$ cat config.mk
export PLATFORM = sky130hd
export DESIGN_NAME = axi_lite_rd_xbar
export DESIGN_NICKNAME = d
export VERILOG_FILES = /design/src/rtl/axi_lite_rd_xbar_pkg.sv /design/src/rtl/axi_lite_rd_xbar_addr_decode.sv /design/src/rtl/axi_lite_rd_xbar.sv
export SDC_FILE = /design/constraint.sdc
export NUM_CORES = 1
export LEC_CHECK = 0
export ABC_AREA = 1
export CORE_MARGIN = 2
export CORE_UTILIZATION = 28
export CTS_CLUSTER_DIAMETER = 100
export CTS_CLUSTER_SIZE = 12
export DETAILED_ROUTE_END_ITERATION = 10
export PLACE_DENSITY = 0.87
export SLEW_MARGIN = 10
export SYNTH_ARGS = -nofsm -noshare
export SYNTH_HDL_FRONTEND = slang
export SYNTH_SLANG_ARGS = --single-unit
$ cat constraint.sdc
create_clock -name clk -period 1.2 [get_ports clk]
set_input_delay 0.36 -clock clk [delete_from_list [all_inputs] [get_ports clk]]
set_output_delay 0.36 -clock clk [all_outputs]
set_load 0.02 [all_outputs]
$ cat src/rtl/axi_lite_rd_xbar_pkg.sv
// Shared definitions for the AXI-lite read crossbar and its address decoder.
// Optional feature macro used by the files importing this package: XBAR_DECERR_EN.
package axi_lite_rd_xbar_pkg;

    // AXI read response codes
    localparam logic [1:0] RESP_OKAY   = 2'b00;
    localparam logic [1:0] RESP_DECERR = 2'b11;

    // Crossbar transaction FSM; ST_ERR is only reachable when DECERR is compiled in
    typedef enum logic [1:0] {
        ST_IDLE = 2'd0,
        ST_AR   = 2'd1,
        ST_RW   = 2'd2,
        ST_ERR  = 2'd3
    } xbar_state_t;

    // Slave select: memory is the default target
    typedef enum logic {
        SEL_MEM   = 1'b0,
        SEL_CLINT = 1'b1
    } xbar_sel_t;

    // Default address map
    localparam logic [31:0] DEF_CLINT_BASE = 32'h0200_0000;
    localparam logic [31:0] DEF_CLINT_MASK = 32'hFFFF_0000;
    localparam logic [31:0] DEF_MEM_BASE   = 32'h8000_0000;
    localparam logic [31:0] DEF_MEM_MASK   = 32'hF800_0000;

endpackage

$ cat src/rtl/axi_lite_rd_xbar_addr_decode.sv
// Combinational address decoder (xbar_addr_decode), shared by the read and
// future write crossbars. With XBAR_DECERR_EN defined, addresses outside both
// the CLINT and memory regions are flagged unmapped; otherwise memory takes
// every non-CLINT address and o_unmapped is tied low.
module xbar_addr_decode
    import axi_lite_rd_xbar_pkg::*;
#(
    parameter logic [31:0] CLINT_BASE = DEF_CLINT_BASE,
    parameter logic [31:0] CLINT_MASK = DEF_CLINT_MASK,
    parameter logic [31:0] MEM_BASE   = DEF_MEM_BASE,
    parameter logic [31:0] MEM_MASK   = DEF_MEM_MASK
) (
    input  logic [31:0] i_addr,
    output logic        o_sel,      // 1 = CLINT, 0 = memory
    output logic        o_unmapped
);

    logic w_clint_hit;
    logic w_mem_hit;

    assign w_clint_hit = ((i_addr & CLINT_MASK) == CLINT_BASE);
    assign w_mem_hit   = ((i_addr & MEM_MASK) == MEM_BASE);
    assign o_sel       = w_clint_hit;

`ifdef XBAR_DECERR_EN
    assign o_unmapped = !w_clint_hit && !w_mem_hit;
`else
    // Memory region match is meaningless when memory is the catch-all slave
    logic w_unused_mem_hit;
    assign w_unused_mem_hit = w_mem_hit;
    assign o_unmapped       = 1'b0;
`endif

endmodule

$ cat src/rtl/axi_lite_rd_xbar.sv
// Read-only AXI-lite crossbar: one master, memory (slave 0) and CLINT (slave 1).
// One transaction in flight. XBAR_DECERR_EN adds a local DECERR response for
// unmapped addresses.
//
// Handshake rule on every channel: a beat transfers on the rising edge where
// valid and ready are both high; valid never depends on ready, and the R path
// is a combinational pass-through from the selected slave while in ST_RW.
module axi_lite_rd_xbar
    import axi_lite_rd_xbar_pkg::*;
#(
    parameter logic [31:0] CLINT_BASE = DEF_CLINT_BASE,
    parameter logic [31:0] CLINT_MASK = DEF_CLINT_MASK,
    parameter logic [31:0] MEM_BASE   = DEF_MEM_BASE,
    parameter logic [31:0] MEM_MASK   = DEF_MEM_MASK
) (
    input  logic        clk,
    input  logic        rst_n,
    // master
    input  logic [31:0] m_araddr,
    input  logic        m_arvalid,
    output logic        m_arready,
    output logic [31:0] m_rdata,
    output logic [1:0]  m_rresp,
    output logic        m_rvalid,
    input  logic        m_rready,
    // slave 0: memory
    output logic [31:0] s0_araddr,
    output logic        s0_arvalid,
    input  logic        s0_arready,
    input  logic [31:0] s0_rdata,
    input  logic [1:0]  s0_rresp,
    input  logic        s0_rvalid,
    output logic        s0_rready,
    // slave 1: CLINT
    output logic [31:0] s1_araddr,
    output logic        s1_arvalid,
    input  logic        s1_arready,
    input  logic [31:0] s1_rdata,
    input  logic [1:0]  s1_rresp,
    input  logic        s1_rvalid,
    output logic        s1_rready,
    // FSM state for observation
    output logic [1:0]  o_dbg_state
);

    xbar_state_t r_state;
    xbar_state_t w_next;
    logic [31:0] r_addr;
    xbar_sel_t   r_sel;

    logic w_dec_sel;
    logic w_dec_unmapped;
    logic w_accept;
    logic w_sel_arready;

    xbar_addr_decode #(
        .CLINT_BASE (CLINT_BASE),
        .CLINT_MASK (CLINT_MASK),
        .MEM_BASE   (MEM_BASE),
        .MEM_MASK   (MEM_MASK)
    ) u_decode (
        .i_addr     (m_araddr),
        .o_sel      (w_dec_sel),
        .o_unmapped (w_dec_unmapped)
    );

`ifndef XBAR_DECERR_EN
    logic w_unused_unmapped;
    assign w_unused_unmapped = w_dec_unmapped;
`endif

    assign w_accept      = (r_state == ST_IDLE) && m_arvalid;
    assign w_sel_arready = (r_sel == SEL_CLINT) ? s1_arready : s0_arready;
    assign s0_araddr     = r_addr;
    assign s1_araddr     = r_addr;
    assign o_dbg_state   = r_state;

    // State register; reset drops every valid at once because all outputs decode r_state
    always_ff @(posedge clk or negedge rst_n) begin
        if (!rst_n) begin
            r_state <= ST_IDLE;
        end else begin
            r_state <= w_next;
        end
    end

    // Capture address and target on accept; held until the next accept so araddr stays stable through R
    always_ff @(posedge clk or negedge rst_n) begin
        if (!rst_n) begin
            r_addr <= 32'h0;
            r_sel  <= SEL_MEM;
        end else if (w_accept) begin
            r_addr <= m_araddr;
            r_sel  <= xbar_sel_t'(w_dec_sel);
        end
    end

    // Next state and all handshake/data outputs; unselected slave and off-state rvalid are ignored
    always_comb begin
        w_next     = r_state;
        m_arready  = 1'b0;
        m_rvalid   = 1'b0;
        m_rdata    = 32'h0;
        m_rresp    = RESP_OKAY;
        s0_arvalid = 1'b0;
        s1_arvalid = 1'b0;
        s0_rready  = 1'b0;
        s1_rready  = 1'b0;
        case (r_state)
            ST_IDLE: begin
                m_arready = 1'b1;
                if (m_arvalid) begin
`ifdef XBAR_DECERR_EN
                    w_next = w_dec_unmapped ? ST_ERR : ST_AR;
`else
                    w_next = ST_AR;
`endif
                end
            end
            ST_AR: begin
                s0_arvalid = (r_sel == SEL_MEM);
                s1_arvalid = (r_sel == SEL_CLINT);
                if (w_sel_arready) begin
                    w_next = ST_RW;
                end
            end
            ST_RW: begin
                if (r_sel == SEL_CLINT) begin
                    m_rvalid  = s1_rvalid;
                    m_rdata   = s1_rdata;
                    m_rresp   = s1_rresp;
                    s1_rready = m_rready;
                end else begin
                    m_rvalid  = s0_rvalid;
                    m_rdata   = s0_rdata;
                    m_rresp   = s0_rresp;
                    s0_rready = m_rready;
                end
                if (m_rvalid && m_rready) begin
                    w_next = ST_IDLE;
                end
            end
`ifdef XBAR_DECERR_EN
            ST_ERR: begin
                m_rvalid = 1'b1;
                m_rdata  = 32'h0;
                m_rresp  = RESP_DECERR;
                if (m_rready) begin
                    w_next = ST_IDLE;
                end
            end
`endif
            default: begin
                w_next = ST_IDLE;
            end
        endcase
    end

endmodule
======== After elaboration in Yosys (flattened, before gate mapping) ========
Cells that the tools add are included.
word-level totals
  flip-flop bits (word level) ............. 35
  output and inout bits ................... 106
operators by class
  equal/unequal tests ..................... 6
  muxes and demuxes ....................... 19
  bitwise operators ....................... 1
  reduce and logical (&&, ||, !) cells .... 4
operator list
  kind                                                                count
  32-bit two-way mux                                                  2
  16-bit by 10-bit == test with 1-bit output (second input constant)  1
  1-bit two-way mux                                                   11
  2-bit two-way mux                                                   5
  2-bit inequality test (second input constant)                       3
  2-bit one-hot mux with 3 select lines                               1
  3-bit AND reduction                                                 1
  2-bit by 1-bit == test with 1-bit output (second input constant)    1
  2-bit == test (second input constant)                               1
  1-bit logical AND                                                   2
  2-bit zero test                                                     1
  1-bit inverter                                                      1

======== Longest topological paths before layout ========
  depth after elaboration ................. 5
  gate-level depth with buffers ........... 6
  depth with buffers taken out ............ 6

======== Hierarchy ========
Synthesis repeated with hierarchy kept, for this count alone.
unflattened totals
  cells, all modules ...................... 347
  area, all modules ....................... 2467.4 µm²
modules (own cells, without submodules)
  module            instances  cells each  area each (µm²)  seq. area each (µm²)
  axi_lite_rd_xbar  1          315         2343.5           875.8
  xbar_addr_decode  1          32          123.9            0.0

======== Worst setup path before layout ========
No wires, ideal clock.
  kind .................................... reg-to-output
  start point ............................. register r_state[0] (netlist: o_dbg_state[0])
  end point ............................... output m_rdata[10]
  data arrival time ....................... 1.254 ns
  slack ................................... -0.414 ns
  stages on the path, launching flop included .. 6
  path through ............................ dfrtp_1 inv_1 nand2_1 buf_6 buf_6 a21oi_1
between the ends
  word-level cells in the longest chain between the ends .. 2
ends and longest elaborated chain
  element                   line                     source
  start: declaration        axi_lite_rd_xbar.sv:46   xbar_state_t r_state;
  start signal: assignment  axi_lite_rd_xbar.sv:83   r_state <= w_next;
  2-bit == test             axi_lite_rd_xbar.sv:109  case (r_state)
  32-bit two-way mux        axi_lite_rd_xbar.sv:109
  end: declaration          axi_lite_rd_xbar.sv:22   output logic [31:0] m_rdata,
No other way between the ends.

======== Worst setup path after layout ========
  start point ............................. register r_sel
  end point ............................... output m_rdata[21]
between the ends
  word-level cells in the longest chain between the ends .. 2
ends and longest elaborated chain
  element                   line                     source
  start: declaration        axi_lite_rd_xbar.sv:49   xbar_sel_t r_sel;
  start signal: assignment  axi_lite_rd_xbar.sv:94   r_sel <= xbar_sel_t'(w_dec_sel);
  32-bit two-way mux        axi_lite_rd_xbar.sv:128  if (r_sel == SEL_CLINT) begin
  32-bit two-way mux        axi_lite_rd_xbar.sv:109
No other way between the ends.

==> results.py <==
metrics = {
    "status": {
        "status": "complete, but fails checks",
        "violations": "setup timing",
    },
    "finish": {
        "diodes": 0,
        "areaGrowthSynthToFinish_pct": 156,
        "final_common_cell": "buf_6",
        "drive_gt1_frac": 0.536,
        "layout_common_cells": "115 x buf_6, 108 x nand2_1, 105 x clkdlybuf4s50_1",
        "utilization": 0.741,
        "multi_input_area_um2": 1600,
        "seq_area_um2": 883,
        "fillers": 466,
        "layout.nets": 669,
        "final_cells": 664,
    },
    "placement": {
        "hpwlAfterDp_um": 7140,
        "place_congestion": 0.796,
        "io_buffers": 213,
        "place_inst": 626,
    },
    "setup_path": {
        "cpMaxStageDelayCell": "dfrtp_2",
        "path_class": "reg -> out",
        "crit_required_ps": 840,
        "cp.arrival_ps": 1370,
        "cp_max_fo": 10,
        "end_kind": "output port",
        "start_kind": "flip-flop",
        "max_stage_delay_ps": 470,
        "critical_path.top_delay_family": "flip-flops",
        "path_buf_inv": 3,
        "crit_chain": "clkinv_4 -> clkbuf_16 -> nand2_1 -> a21oi_4 -> buf_6",
    },
    "sta": {
        "finalHoldViolCount": 0,
        "period_minus_slack_ps": 1730,
        "tightest_slew_ps": 417,
        "slew_headroom": 0.721,
        "setup_viol": 127,
        "slew_viol_final": 0,
        "fmax_mhz": 579,
        "fin_crit_sh": 1.44,
        "rsz0062_at_grt": "yes",
        "setup_slack_ps": -528,
        "skew_ps": 5.73,
        "holdWs_ps": 474,
    },
    "power_and_ir_drop": {
        "pwr-share-clk": 0.065,
        "power_switching_uw": 5710,
        "combPwrFrac": 0.740,
        "p_leak_uw": 0.00264,
        "ir_worst_vdd_mv": 1.80,
        "netSwitchingFraction": 0.448,
        "sequentialPowerShare": 0.195,
        "p_int_uw": 7030,
        "powerDensity_nw_per_um2": 2220,
    },
    "drt": {
        "drcViolationCount": 0,
        "routed_wl_um": 10900,
        "viasPerCell": 4.65,
        "drt-initial-drc-count": 59,
        "wl_per_cell_um": 16.4,
        "dr_total_vias": 3087,
        "ant_nets": 0,
        "drt_first_pass_iters": 4,
    },
    "synthesis": {
        "syn_inst": 323,
        "synth_seq_cells": 35,
        "syn_nets": 431,
        "synth_area_per_cell_um2": 6.91,
        "yosysUniqueCellTypes": 16,
        "syn-cell-area_um2": 2230,
        "seq_area_frac_synth": 0.392,
        "synth_warnings": 0,
    },
    "global_route": {
        "grt_pass1_vias": 3049,
        "grt_max_degree": 27,
        "grt_overflow": 0,
        "grt_antenna_before_repair": 0,
        "grt_pass1_wl_um": 14400,
        "grt_usage": 0.205,
    },
    "run": {
        "maxCapViolCount": 0,
    },
    "worst_hold_path": {
        "hold_path_class": "in -> async",
    },
    "floorplan": {
        "ios": 214,
        "rows": 32,
        "die_h_um": 93.3,
        "die-width_um": 93.3,
        "initial_core_util": 0.289,
        "die-area_um2": 8710,
        "core_area_um2": 7730,
    },
    "cts": {
        "cts.htree.levels": 2,
        "clk_path_buf_depth": 2,
        "cts_buffers": 5,
        "clkTransAtPathRegs_ps": 70,
        "clock-sinks": 35,
        "cts_tree": "done",
        "clk-insertion-delay-late_ps": 280,
        "cts_root_buffer": "clkbuf_8",
    },
}
==> per-layer routing <==
metal,share of wire,wire (um),track usage,vias to the layer above
li1,-,-,-,1441
met1,0.36,3910,0.223,1446
met2,0.53,5750,0.383,179
met3,0.092,1010,0.0596,21
met4,0.020,223,0.0613,0
met5,0,0,0,-
==> logic make-up after synthesis <==
| group | after synthesis | share of synthesized area |
|---|---|---|
| buffers and inverters | 56 | 0.187 |
| AND/OR/NAND/NOR | 195 | 0.337 |
| AO/OA/AOI/OAI | 37 | 0.0846 |
| flip-flops | 35 | 0.392 |
==> synthesized netlist by cell type <==
library cell  instances  share of area
nand2_1             174           0.29
dfrtp_1              35           0.39
a21oi_1              33          0.074
buf_4                32           0.11
nor2_1               15          0.025
buf_6                10          0.050
buf_2                 7          0.016
inv_1                 5         0.0084
o21ai_0               3         0.0067
nand3_1               2         0.0045
nor3_1                2         0.0045
a21oi_2               1         0.0039
inv_2                 1         0.0017
inv_4                 1         0.0028
nand2_4               1         0.0050
nor2_4                1         0.0050
==> flip-flops by register name, indices dropped and copies added (netlist names) <==
name,cells
r_sel,1
s0_araddr,32
o_dbg_state,2
==> through the flow <==
stage | power [uW] | instance area [um2] | setup WS (ps) | setup TNS (ps)
3_3_place_gp | 9490 | 4770 | -883 | -48290
3_5_place_dp | 9600 | 4770 | -884 | -49060
5_1_grt | 13300 | 5720 | -585 | -34290
4_1_cts | 11000 | 5030 | -523 | -29040
2_1_floorplan | 6450 | 2590 | -224 | -7530
6_report | 12700 | 5720 | -528 | -28340
==> power by group through the flow <==
stage	clock, uW	combinational (uW)	sequential, uW
global placement	0	7300	2190
detailed placement	0	7410	2200
CTS	842	7870	2320
floorplan	0	3620	2830
finish	826	9430	2480
global route	885	9880	2550
==> area by class of cell <==
class                      instances  share of cell area
sequential                        35               0.154
tap                              102              0.0223
clock buffer                       6              0.0127
timing repair buffer             279               0.521
clock inverter                     2             0.00219
multi-input combinational        233               0.280
inverter                           7             0.00809
==> what timing repair did <==
action,in CTS,in global routing
pin swaps,8,21
endpoints found under the setup margin,141,141
gates resized for setup,605,163
hold buffers,1,0
setup buffers,9,19
cloned,2,3
hold endpoints to repair,9,0
==> path summary, 6_finish.rpt <==
check                                    start             to  slack, ps  cells past startpoint
worst max-delay path                     r_sel    m_rdata[21]       -530                      5
worst max register to register  o_dbg_state[1]   s0_araddr[8]       -280                      9
min in group clk                 s0_araddr[24]  s0_araddr[24]        550                      2
worst min register to register   s0_araddr[24]  s0_araddr[24]        550                      2
max in group asynchronous                rst_n  s0_araddr[16]        300                      3
worst min-delay path                     rst_n  s0_araddr[28]        470                      2
No activity file was read; power rests on OpenSTA's default activity.
